$ cat src/rtl/irq_sequencer.sv
`default_nettype none
// ============================================================================
// Module   : irq_sequencer
// Purpose  : Interrupt entry/exit controller for the 4-phase (Q0-Q3) PIC16
//            core. Watches the masked interrupt flags and GIE, lets the
//            current instruction finish, then injects two forced-NOP cycles:
//            INJ1 Q3 pushes PC, loads the vector and clears GIE; INJ2 Q3
//            flushes the prefetched instruction. In-service state is held
//            until RETFIE completes (no nesting).
// Ports    : clk, rst (async, active high), q_count[1:0],
//            irq_flags/irq_enables[NUM_IRQ-1:0], gie, instr_done,
//            instr_is_retfie  -> force_nop, stack_push, pc_load_vector,
//            vector_addr[PC_WIDTH-1:0], instr_flush, gie_clr, gie_set,
//            irq_active [, irq_latency[7:0]]
// Options  : IRQ_LATENCY_CNT_EN adds irq_latency, a saturating count of the
//            clocks spent in PEND, captured on the INJ1 Q3 edge.
// Revision : 1.0 - initial release
// ============================================================================
module irq_sequencer #(
  parameter int                   NUM_IRQ     = 4,
  parameter int                   PC_WIDTH    = 13,
  parameter logic [PC_WIDTH-1:0]  VECTOR_ADDR = 13'h004
) (
  input  logic                clk,
  input  logic                rst,
  input  logic [1:0]          q_count,
  input  logic [NUM_IRQ-1:0]  irq_flags,
  input  logic [NUM_IRQ-1:0]  irq_enables,
  input  logic                gie,
  input  logic                instr_done,
  input  logic                instr_is_retfie,
  output logic                force_nop,
  output logic                stack_push,
  output logic                pc_load_vector,
  output logic [PC_WIDTH-1:0] vector_addr,
  output logic                instr_flush,
  output logic                gie_clr,
  output logic                gie_set,
`ifdef IRQ_LATENCY_CNT_EN
  output logic [7:0]          irq_latency,
`endif
  output logic                irq_active
);

  typedef enum logic [2:0] {
    ST_IDLE = 3'd0,
    ST_PEND = 3'd1,
    ST_INJ1 = 3'd2,
    ST_INJ2 = 3'd3,
    ST_ISR  = 3'd4
  } state_t;

  state_t state;
  state_t state_nxt;

  logic req;
  logic q_last;
  logic retfie_done;

  assign req         = gie & (|(irq_flags & irq_enables));
  assign q_last      = (q_count == 2'd3);
  assign retfie_done = instr_done & instr_is_retfie;

  always_ff @(posedge clk or posedge rst) begin
    if (rst) begin
      state <= ST_IDLE;
    end else begin
      state <= state_nxt;
    end
  end

  // Next state and decoded outputs. The strobes are decoded from the
  // registered state plus the shared Q-phase counter, so an asynchronous
  // reset removes them immediately.
  always_comb begin
    state_nxt      = state;
    force_nop      = 1'b0;
    stack_push     = 1'b0;
    pc_load_vector = 1'b0;
    instr_flush    = 1'b0;
    gie_clr        = 1'b0;
    gie_set        = 1'b0;
    irq_active     = 1'b0;

    case (state)
      ST_IDLE: begin
        if (req) state_nxt = ST_PEND;
      end

      ST_PEND: begin
        // A cancelled request wins; otherwise wait for the running
        // instruction's boundary. RETFIE at the boundary is an ordinary
        // boundary here because we are not in service yet.
        if (!req) begin
          state_nxt = ST_IDLE;
        end else if (instr_done) begin
          state_nxt = ST_INJ1;
        end
      end

      ST_INJ1: begin
        force_nop  = 1'b1;
        irq_active = 1'b1;
        if (q_last) begin
          // The three entry strobes deliberately coincide.
          stack_push     = 1'b1;
          pc_load_vector = 1'b1;
          gie_clr        = 1'b1;
          state_nxt      = ST_INJ2;
        end
      end

      ST_INJ2: begin
        force_nop  = 1'b1;
        irq_active = 1'b1;
        if (q_last) begin
          instr_flush = 1'b1;
          state_nxt   = ST_ISR;
        end
      end

      ST_ISR: begin
        // req is ignored entirely here: no nesting, even if software sets GIE.
        irq_active = 1'b1;
        if (retfie_done) begin
          gie_set   = 1'b1;
          state_nxt = ST_IDLE;
        end
      end

      default: begin
        state_nxt = ST_IDLE;
      end
    endcase
  end

  assign vector_addr = VECTOR_ADDR;

`ifdef IRQ_LATENCY_CNT_EN
  logic [7:0] pend_cnt;

  // pend_cnt restarts on the IDLE->PEND edge and steps on every edge taken
  // while in PEND, including the exit edge, so it equals clocks spent there.
  always_ff @(posedge clk or posedge rst) begin
    if (rst) begin
      pend_cnt    <= 8'd0;
      irq_latency <= 8'd0;
    end else begin
      if ((state != ST_PEND) && (state_nxt == ST_PEND)) begin
        pend_cnt <= 8'd0;
      end else if ((state == ST_PEND) && (pend_cnt != 8'hFF)) begin
        pend_cnt <= pend_cnt + 8'd1;
      end
      if ((state == ST_INJ1) && q_last) begin
        irq_latency <= pend_cnt;
      end
    end
  end
`endif

endmodule
`default_nettype wire

$ cat config.mk
export PLATFORM = sky130hd
export DESIGN_NAME = irq_sequencer
export DESIGN_NICKNAME = d
export VERILOG_FILES = /design/src/rtl/irq_sequencer.sv
export SDC_FILE = /design/constraint.sdc
export NUM_CORES = 1
export LEC_CHECK = 0
export BUFFER_PORTS_ARGS = -buffer_cell sky130_fd_sc_hd__buf_2
export CAP_MARGIN = 30
export CORE_AREA = 2 2 39 41
export CTS_CLUSTER_DIAMETER = 60
export CTS_CLUSTER_SIZE = 30
export DETAILED_ROUTE_END_ITERATION = 8
export DIE_AREA = 0 0 41 43
export GPL_TIMING_DRIVEN = 0
export PLACE_DENSITY = 0.59
export SETUP_SLACK_MARGIN = 0.1
export SLEW_MARGIN = 15
export SYNTH_ARGS = -nofsm -noshare
export SYNTH_HDL_FRONTEND = slang
export SYNTH_SLANG_ARGS = --single-unit
$ cat constraint.sdc
create_clock -name clk -period 1.2 [get_ports clk]
set_clock_uncertainty 0.05 [all_clocks]
set_input_delay 0.12 -clock clk [delete_from_list [all_inputs] [get_ports clk]]
set_output_delay 0.12 -clock clk [all_outputs]
set_load 0.005 [all_outputs]
==> summary.md, run 1 <==
| Metric | Value |
|---|---|
| Share of cells above drive strength 1 | 71.11% |
| H-tree levels | 1 |
| Crit path DAT | ~1.2 ns |
| DP Area | between 500 and 600 um^2 |
| Post-synthesis mux area share | 0% |
| Placed Cells | 93 |
| Commonest register cell after synthesis | dfrtp_1 |
| Rows | 14 |
| Failing checks | setup timing |
| CTS max path bufs | 2 |
| Fmax | around 760 MHz |
| Flops & latches, synth | 3 |
| Post-Synthesis Cells | 45 |
| WS Path Type | reg2out |
| Final #Nets | about 110 |
| Antenna viol nets, final | 0 |
| Internal | just over 600 uW |
| RSZ-0062 raised after global routing | true |
| Sw frac | 38.43% |
| First-pass GRT wire length | roughly 1400 um |
| Congestion Overflow GR | 0 |
| Net Switching | 388.5 uW |
| Status | finished, violations left |
| Adder-cell share of the synthesized area | 0% |
| Final hold slack | ~0.13 ns |
| Fin. max-slew vios | 0 |
| EDFF count, synth | 0 |
| Vias | 406 |
| Initial core utilization | between 20 and 30% |
| Startpoint Class | flop |
| Clk_lat worst skew | between 0.2 and 0.25 ns |
| Final WL | 963 um |
| CTS Sinks | 3 |
| DRC errors left | 0 |
| Final worst slack | -0.1160 ns |
| RePlAce Congestion | just over 0.7 |
| CTS root buffer | clkbuf_4 |
| Period utilisation layout | 109.7% |
| Die W | between 40 and 50 um |
| Avg Inst Size Synth | roughly 7.9 um^2 |
| Worst-path clk slew | ~0.04 ns |
| Vias in the first global route | approximately 350 |
| Critical Path Fanout Max | 4 |
| Wire length on met2 | ~500 um |
| Max reg flops | 3 |
| Final Instance Area | 704.4 um^2 |
| MaxCap Viol Count | 0 |
| Die ar. | around 0.0018 mm^2 |
| IO buf count | 21 |
| Most common cell after layout, fill and taps aside | buf_4 |
| Dpl ws | -0.003824 ns |
| Worst Path Required | about 1.0 ns |
| Die height | ~43 um |
| Sequential share of power | between 15 and 20% |
| Num CTS Buffers | 3 |
| DP Wirelength | ~610 um |
| Combinational power share | about three fifths |
| Largest family of logic cells by synthesized area | buffers and inverters |
| Post-route insts no fill | ~110 |
| CTS tree | built |
| Reg with most FFs | state |
| Mean number of vias per cell | between 3 and 4 |
| LEAKAGE | slightly above 0.0004 uW |
| Most frequent cells in the layout | buf_4 (22), buf_2 (19), conb_1 (13), inv_1 (4) |
| Period minus WS final | approximately 1.3 ns |
| Post-Syn Area | around 360 um^2 |
| Metal3 WL | 88 um |
| Post-Synth XOR/XNOR Area | 0% |
| Hold Path Class | in2reg |
| Io pins | 35 |
| Hold Path Depth | 3 |
| VDD IR-drop max | approximately 0.58 mV |
| Core area | 0.001384 mm^2 |
| Synthesis-to-finish area growth | 97.54% |
| Seq/Total Area, Yosys | between 20% and 30% |
| Worst reg2reg path depth | 5 |
| M1 WL | 341 um |
| Setup violations, final | 8 |
| Yosys warnings | 0 |
| Initial antenna violation count | 0 |
| Routed wire length per instance | approximately 9.1 um |
| Antenna diode count | 0 |
| Fin util | between 50% and 60% |
| Crit end category | output pin |
| Simple-gate share of the synthesized area | roughly 18% |
| Uppermost layer routed | met4 |
| Top flop regs | state x3 |
| Pwr per Cell Area | 1435 mW/mm^2 |
| Synth Area in Compound Gates | approximately 22% |
| Clock power frac | a little under a fifth |
| Drt pass-1 iters | 2 |
| Final Hold Vio Count | 0 |
| Async SR Flop Fraction | between 90% and 100% |
| Overall routing resource usage | around 13% |
| Largest net degree at the start of global routing | 6 |
| Cell variety after synth | 20 |
| 1st-iter DRT viols | 3 |
-- final cells by class --
type	instances	area, um^2
Fill cell	140	679.4
Multi-Input combinational cell	33	257.7
Timing Repair Buffer	30	191.4
Buffer	15	112.6
Sequential cell	3	77.57
Clock buffer	4	26.28
Tap cell	16	20.02
Inverter	5	18.77
-- per-layer routing --
layer	GRT usage, %	vias to the layer above
li1	-	210
met1	12.66	168
met2	19.38	26
met3	3.141	2
met4	12.00	0
met5	0	-
-- logic make-up (layout without fill, tap and decap cells) --
family,Yosys count,after routing
buf+inv,20,54
simple gates,11,11
compound gates,9,9
flops,3,3
other cells,2,13
-- path summary, 6_finish.rpt --
kind                       slack (ns)  startpoint           to
max reg2reg                     -0.01    state[1]     state[2]
max                             -0.12    state[2]  instr_flush
min in group asynchronous        0.24         rst     state[0]
max in group asynchronous        0.71         rst     state[1]
min reg2reg                      0.60    state[2]     state[0]
min                              0.13         gie     state[0]
-- power groups by stage --
stage | clock network [uW] | logic, uW | registers (uW)
floorplan | 0 | 241 | 172
global placement | 0 | 329 | 183
detailed placement | 0 | 330 | 183
CTS | 192 | 459 | 202
global route | 190 | 671 | 203
finish | 188 | 624 | 199
-- synthesized netlist by cell type (2+ instances only) --
cell | count | area share, %
a22o_1 | 2 | 4.9
buf_4 | 15 | 32
conb_1 | 2 | 2.1
dfrtp_1 | 3 | 21
inv_1 | 4 | 4.2
nand2_1 | 3 | 3.2
nand2b_1 | 2 | 3.5
nor3_1 | 2 | 2.8
-- critical path, cell delays in order, from the launching register on --
cell,delay [ns]
dfrtp_1,0.38
buf_4,0.15
nand2b_4,0.16
nor2_4,0.10
buf_2,0.11
-- repair_timing --
action                     CTS  global route
buffers inserted             5             3
pin swaps                    2             3
hold endpoints to repair     3             0
gates resized for setup      9             7
hold buffers                 1             0
setup endpoints to repair    7            10
-- per-stage QoR --
step | power, uW | setup TNS (ns)
finish | 1011 | -0.4602
global route | 1064 | -0.7631
CTS | 852.7 | -0.6364
detailed placement | 512.5 | -0.003824
global placement | 512.2 | 0
floorplan | 413.6 | 0
No activity file was read; power rests on OpenSTA's default activity.
==> run 2, diff against run 1 <==
--- a/config.mk
+++ b/config.mk
@@ -8,12 +8,11 @@
 export BUFFER_PORTS_ARGS = -buffer_cell sky130_fd_sc_hd__buf_2
 export CAP_MARGIN = 30
 export CORE_AREA = 2 2 39 41
-export CTS_CLUSTER_DIAMETER = 60
+export CTS_CLUSTER_DIAMETER = 30
 export CTS_CLUSTER_SIZE = 30
 export DETAILED_ROUTE_END_ITERATION = 8
 export DIE_AREA = 0 0 41 43
 export GPL_TIMING_DRIVEN = 0
-export PLACE_DENSITY = 0.59
 export SETUP_SLACK_MARGIN = 0.1
 export SLEW_MARGIN = 15
 export SYNTH_ARGS = -nofsm -noshare
==> run 2 against run 1 <==
  * Via count is 1.5% higher
  * Sequential cell count did not move
  * Highest routed layer unchanged
  * The flow still finishes with violations (setup timing)
  * Core utilization decreased by 0.63 points
  * Non-clock buffer count unchanged
  * Routed wire length increased by 0.31%
==> summary.md, run 2 (same netlist as run 1, synthesis figures left out) <==
| Metric | Value |
|---|---|
| Initial core utilization | 25.77% (unchanged) |
| First-pass GRT wire length | 1311 um (was 1386 um) |
| 1st-iter DRT viols | 5 (was 3) |
| Cell Chain, Critical Path | buf_4, nand2b_4, nor2_4, buf_2 (unchanged) |
| DRC errors left | 0 (unchanged) |
| Sequential share of power | 19.7% (about the same) |
| Num CTS Buffers | 3 (unchanged) |
| Final worst slack | -0.1192 ns (was -0.1160 ns) |
| Hold Path Depth | 3 (unchanged) |
| Crit path DAT | 1.15 ns (about the same) |
| Total Power | 1004 uW (was 1011 uW) |
| Final WL | 966 um (was 963 um) |
| DP Wirelength | 630 um (was 611 um) |
| Hold endpoint | state[0] (unchanged) |
| Antenna diode count | 0 (unchanged) |
| WP buf/inv | 2 (unchanged) |
| MaxCap Viol Count | 0 (unchanged) |
| Most frequent cells in the layout | buf_4 (21), buf_2 (19), conb_1 (13), inv_1 (4), buf_6 (4) (was buf_4 (22), buf_2 (19), conb_1 (13), inv_1 (4)) |
| Sw frac | 37.89% (was 38.43%) |
| CTS max path bufs | 2 (unchanged) |
| Core area | 0.001384 mm^2 (unchanged) |
| Clk_lat worst skew | 0.24 ns (about the same) |
| Most common cell after layout, fill and taps aside | buf_4 (unchanged) |
| Vias | 412 (was 406) |
| Largest net degree at the start of global routing | 7 (was 6) |
| CTS tree | built (unchanged) |
| Top flop regs | state x3 (unchanged) |
| Period minus WS final | 1.319 ns (was 1.316 ns) |
| RSZ-0062 raised after global routing | true (unchanged) |
| Pwr per Cell Area | 1443 mW/mm^2 (was 1435 mW/mm^2) |
| Period utilisation layout | 109.9% (was 109.7%) |
| Final #Nets | 106 (unchanged) |
| Internal | 623.5 uW (was 622.3 uW) |
| Critical hold path startpoint | gie (unchanged) |
| Drt pass-1 iters | 4 (was 2) |
| Final Hold Vio Count | 0 (unchanged) |
| Max reg flops | 3 (unchanged) |
| LEAKAGE | 0.0004018 uW (was 0.0004032 uW) |
| Worst reg2reg path depth | 4 (was 5) |
| Congestion Overflow GR | 0 (unchanged) |
| Fmax | 758.0 MHz (was 759.9 MHz) |
| Routed wire length per instance | 9.113 um (was 9.085 um) |
| Final TNS setup | -0.4670 ns (was -0.4602 ns) |
| Synthesis-to-finish area growth | 95.09% (was 97.54%) |
| Reg-to-reg startpoint | state[2] (was state[1]) |
| VDD IR-drop max | 0.4820 mV (was 0.5813 mV) |
| Reg2Reg Setup Slack | 0.02 ns (was -0.01 ns) |
| Antenna viol nets, final | 0 (unchanged) |
| Worst r2r dst | state[1] (was state[2]) |
| Startpoint Class | flop (unchanged) |
| Worst Path Required | 1.03 ns (about the same) |
| Crit path max-delay family | flip-flops (unchanged) |
| Share of cells above drive strength 1 | 68.89% (was 71.11%) |
| Rows | 14 (unchanged) |
| Combinational power share | 61.9% (was 61.7%) |
| CTS Sinks | 3 (unchanged) |
| Die W | 41 um (unchanged) |
| IO buf count | 21 (unchanged) |
| Failing checks | setup timing (unchanged) |
| Crit end category | output pin (unchanged) |
| Max stage delay cell, worst path | dfrtp_1 (unchanged) |
| Worst-path clk slew | 0.04 ns (about the same) |
| H-tree levels | 1 (unchanged) |
| CTS root buffer | clkbuf_4 (unchanged) |
| Reg with most FFs | state (unchanged) |
| Fin. max-slew vios | 0 (unchanged) |
| Die height | 43 um (unchanged) |
| Mean number of vias per cell | 3.887 (was 3.830) |
| WS Path Type | reg2out (unchanged) |
| RePlAce Congestion | 0.7580 (was 0.7147) |
| Critical Path Fanout Max | 4 (unchanged) |
| Status | finished, violations left (unchanged) |
| Vias in the first global route | 305 (was 351) |
| Io pins | 35 (unchanged) |
| Hold Path Class | in2reg (unchanged) |
| Die ar. | 0.001763 mm^2 (unchanged) |
| Initial antenna violation count | 0 (unchanged) |
| Biggest cell delay along the critical path | 0.38 ns (about the same) |
| Overall routing resource usage | 12.40% (was 12.59%) |
| Setup violations, final | 7 (was 8) |
| Clock power frac | 18.4% (was 18.6%) |
| Net Switching | 380.4 uW (was 388.5 uW) |
-- run 2: per-stage QoR --
stage / hold WS [ns] / util (%) / instance area [um^2] / std cells / setup WS [ns]
after floorplan: -0.1764 / - / 402.9 / 56 / 0.1246
after global placement: -0.06464 / 38.16 / 528.0 / 93 / 0.02650
after detailed placement: -0.05954 / 38.16 / 528.0 / 93 / 0.006870
after CTS: 0.1070 / 47.02 / 650.6 / 103 / -0.1431
after global routing: 0.1267 / 50.27 / 695.7 / 106 / -0.1781
final: 0.1416 / 50.27 / 695.7 / 106 / -0.1192
-- run 2: timing repair --
action,4_1_cts,5_1_grt
hold buffers,1,0
endpoints found under the hold margin,3,0
setup endpoints to repair,7,10
setup buffers,5,3
pin swaps,5,4
gates resized for setup,10,5
-- run 2: worst max-delay path by stage --
| stage | to | startpoint | slack [ns] | depth (start not counted) |
|---|---|---|---|---|
| 6_report | instr_flush | state[2] | -0.12 | 4 |
| 5_1_grt | stack_push | state[2] | -0.18 | 4 |
| 4_1_cts | stack_push | state[2] | -0.14 | 4 |
| 3_5_place_dp | pc_load_vector | state[2] | 0.007 | 4 |
| 3_3_place_gp | pc_load_vector | state[2] | 0.03 | 4 |
| 2_1_floorplan | pc_load_vector | state[2] | 0.12 | 3 |
-- run 2: worst register-to-register path: stages, from the launching register on --
cell and delay, ns:
dfrtp_1 0.38, buf_4 0.15, nand2b_4 0.15, buf_4 0.14, o32ai_2 0.22
-- run 2: power by group through the flow --
stage               registers, uW  logic (uW)  clock network (uW)
finish                        198         622                 185
global route                  201         669                 202
CTS                           206         472                 185
detailed placement            181         336                   0
global placement              182         326                   0
floorplan                     172         241                   0
-- run 2: cell type report --
class | count | area, um^2
fillers | 147 | 688.2
plain buffers | 15 | 112.6
clock buffers | 4 | 26.28
well taps | 16 | 20.02
repair buffers | 30 | 195.2
inverters | 5 | 18.77
flip-flops and latches | 3 | 77.57
multi-input cells | 33 | 245.2
-- run 2: per-layer routing --
metal  up-vias  wire length, um  share of wire [%]  track usage [%]
met5         -                0                  0                0
met4         0               33                3.4            12.00
met3         4               95                9.8            5.236
met2        26              508                 53            18.75
met1       173              328                 34            11.40
li1        209                -                  -                -
==> run 3, diff against run 2 <==
==> constraint.sdc (replaced) <==
create_clock -name clk -period 1.2 [get_ports clk]
set_clock_uncertainty 0.05 [all_clocks]
set_input_delay 0.12 -clock clk [delete_from_list [all_inputs] [get_ports clk]]
set_output_delay 0.12 -clock clk [all_outputs]
set_load 0.02 [all_outputs]
==> run 3 against run 2 <==
  * Non-clock buffer count is 4 higher
  * Largest power group unchanged
  * Power up 18%
  * Sequential share of layout area is 0.89 points lower
  * The flow still finishes with violations (setup timing)
==> summary.md, run 3 (same netlist as run 1, synthesis figures left out) <==
| Metric | Value |
|---|---|
| Reg-to-reg startpoint | state[0] (was state[2]) |
| Hold endpoint | state[0] (unchanged) |
| Max reg flops | 3 (unchanged) |
| H-tree levels | 1 (unchanged) |
| Final #Nets | 110 (was 106) |
| Io pins | 35 (unchanged) |
| Vias | 431 (was 412) |
| IO buf count | 21 (unchanged) |
| Crit end category | output pin (unchanged) |
| Setup violations, final | 7 (unchanged) |
| Period utilisation layout | 112.4% (was 109.9%) |
| Total Power | 1181 uW (was 1004 uW) |
| Pwr per Cell Area | 1563 mW/mm^2 (was 1443 mW/mm^2) |
| Antenna viol nets, final | 0 (unchanged) |
| Crit path max-delay family | flip-flops (unchanged) |
| Synthesis-to-finish area growth | 111.9% (was 95.09%) |
| DRC errors left | 0 (unchanged) |
| Antenna diode count | 0 (unchanged) |
| Top flop regs | state x3 (unchanged) |
| Routed wire length per instance | 8.173 um (was 9.113 um) |
| Worst r2r dst | state[2] (was state[1]) |
| RSZ-0062 raised after global routing | true (unchanged) |
| Share of cells above drive strength 1 | 73.40% (was 68.89%) |
| Initial antenna violation count | 0 (unchanged) |
| Final worst slack | -0.1485 ns (was -0.1192 ns) |
| RePlAce Congestion | 0.6826 (was 0.7580) |
| Vias in the first global route | 384 (was 305) |
| Largest net degree at the start of global routing | 7 (unchanged) |
| Layout fillers | 127 (was 147) |
| Startpoint Class | flop (unchanged) |
| Multi-input logic area | 246.5 um^2 (was 245.2 um^2) |
| Die W | 41 um (unchanged) |
| Worst reg2reg path depth | 5 (was 4) |
| Seq. cell area | 77.57 um^2 (unchanged) |
| Rows | 14 (unchanged) |
| Drt pass-1 iters | 4 (unchanged) |
| CTS Sinks | 3 (unchanged) |
| Final WL | 899 um (was 966 um) |
| Cell Chain, Critical Path | nand2b_4, nor3_4, buf_4, buf_6 (was buf_4, nand2b_4, nor2_4, buf_2) |
| First-pass GRT wire length | 1359 um (was 1311 um) |
| Period minus WS final | 1.348 ns (was 1.319 ns) |
| Status | finished, violations left (unchanged) |
| Clk_lat worst skew | 0.24 ns (about the same) |
| Crit path DAT | 1.18 ns (was 1.15 ns) |
| Placed Cells | 93 (unchanged) |
| Post-route insts no fill | 110 (was 106) |
| Num CTS Buffers | 3 (unchanged) |
| WP buf/inv | 2 (unchanged) |
| CTS max path bufs | 2 (unchanged) |
| Reg2Reg Setup Slack | 0.05 ns (was 0.02 ns) |
| Final Hold Vio Count | 0 (unchanged) |
| Die height | 43 um (unchanged) |
| Most frequent cells in the layout | buf_4 (24), buf_2 (15), conb_1 (13), buf_6 (9) (was buf_4 (21), buf_2 (19), conb_1 (13), inv_1 (4), buf_6 (4)) |
| Fmax | 741.6 MHz (was 758.0 MHz) |
| MaxCap Viol Count | 0 (unchanged) |
| Critical Path Fanout Max | 4 (unchanged) |
| WS Path Type | reg2out (unchanged) |
| CTS tree | built (unchanged) |
| Mean number of vias per cell | 3.918 (was 3.887) |
| Fin util | 54.61% (was 50.27%) |
| Core area | 0.001384 mm^2 (unchanged) |
| Worst-path clk slew | 0.04 ns (about the same) |
| DP Wirelength | 594.9 um (was 630 um) |
| 1st-iter DRT viols | 1 (was 5) |
| Failing checks | setup timing (unchanged) |
| Biggest cell delay along the critical path | 0.39 ns (was 0.38 ns) |
| Reg with most FFs | state (unchanged) |
| Hold Path Class | in2reg (unchanged) |
| Congestion Overflow GR | 0 (unchanged) |
| Initial core utilization | 25.77% (unchanged) |
| Die ar. | 0.001763 mm^2 (unchanged) |
| CTS root buffer | clkbuf_4 (unchanged) |
| Hold Path Depth | 3 (unchanged) |
| Overall routing resource usage | 12.11% (was 12.40%) |
| LEAKAGE | 0.0004262 uW (was 0.0004018 uW) |
| Max stage delay cell, worst path | dfrtp_1 (unchanged) |
| VDD IR-drop max | 0.5371 mV (was 0.4820 mV) |
| Worst Path Required | 1.03 ns (about the same) |
| Fin. max-slew vios | 0 (unchanged) |
| Most common cell after layout, fill and taps aside | buf_4 (unchanged) |
| Critical hold path startpoint | gie (unchanged) |
==> run 3: routing by layer <==
metal  GRT usage [%]  up-vias  routed length, um
li1                -      219                  -
met1           10.46      184                275
met2           20.63       26                508
met3           3.141        2                 97
met4           10.67        0                 17
met5               0        -                  0
==> run 3: area by class of cell <==
| class | instances | share of cell area (%) |
|---|---|---|
| multi-input cells | 33 | 32.62 |
| flip-flops and latches | 3 | 10.26 |
| repair buffers | 34 | 33.61 |
| clock buffers | 4 | 3.477 |
| plain buffers | 15 | 14.90 |
| inverters | 5 | 2.483 |
| well taps | 16 | 2.649 |
==> run 3: what timing repair did <==
| action | in CTS | in global routing |
|---|---|---|
| setup buffers | 7 | 5 |
| setup endpoints to repair | 7 | 10 |
| pin swaps | 1 | 4 |
| resized for setup | 18 | 10 |
| hold buffers | 1 | 0 |
| endpoints found under the hold margin | 3 | 0 |
==> run 3: how the worst max path moves through the flow <==
| stage | from | to | slack (ns) | depth (start not counted) |
|---|---|---|---|---|
| 2_1_floorplan | state[2] | pc_load_vector | -0.03 | 3 |
| 3_3_place_gp | state[2] | pc_load_vector | -0.04 | 4 |
| 3_5_place_dp | state[2] | stack_push | -0.04 | 4 |
| 4_1_cts | state[2] | stack_push | -0.14 | 4 |
| 5_1_grt | state[2] | pc_load_vector | -0.20 | 4 |
| 6_report | state[2] | pc_load_vector | -0.15 | 4 |
==> run 3: metrics by stage <==
step | area [um^2] | worst slack, ns | setup TNS (ns) | hold WS, ns
2_1_floorplan | 409.1 | -0.02696 | -0.08721 | -0.1764
3_3_place_gp | 534.3 | -0.03536 | -0.07026 | -0.06424
3_5_place_dp | 534.3 | -0.03747 | -0.07475 | -0.06156
4_1_cts | 683.2 | -0.1403 | -0.7714 | 0.09761
5_1_grt | 755.7 | -0.1991 | -1.126 | 0.1336
6_report | 755.7 | -0.1485 | -0.8106 | 0.1151
==> run 3: worst reg2reg max path, delay by kind of cell, from the launching register on <==
kind	cells	cell delay, ns
flops	1	0.43
buf+inv	2	0.23
compound gates	1	0.19
simple gates	2	0.12
==> run 3: power breakdown <==
group | internal (uW) | total (uW) | switching, uW
clock | 125 | 184 | 59.1
combinational | 443 | 789 | 345
sequential | 143 | 208 | 65.0
total | 712 | 1180 | 469
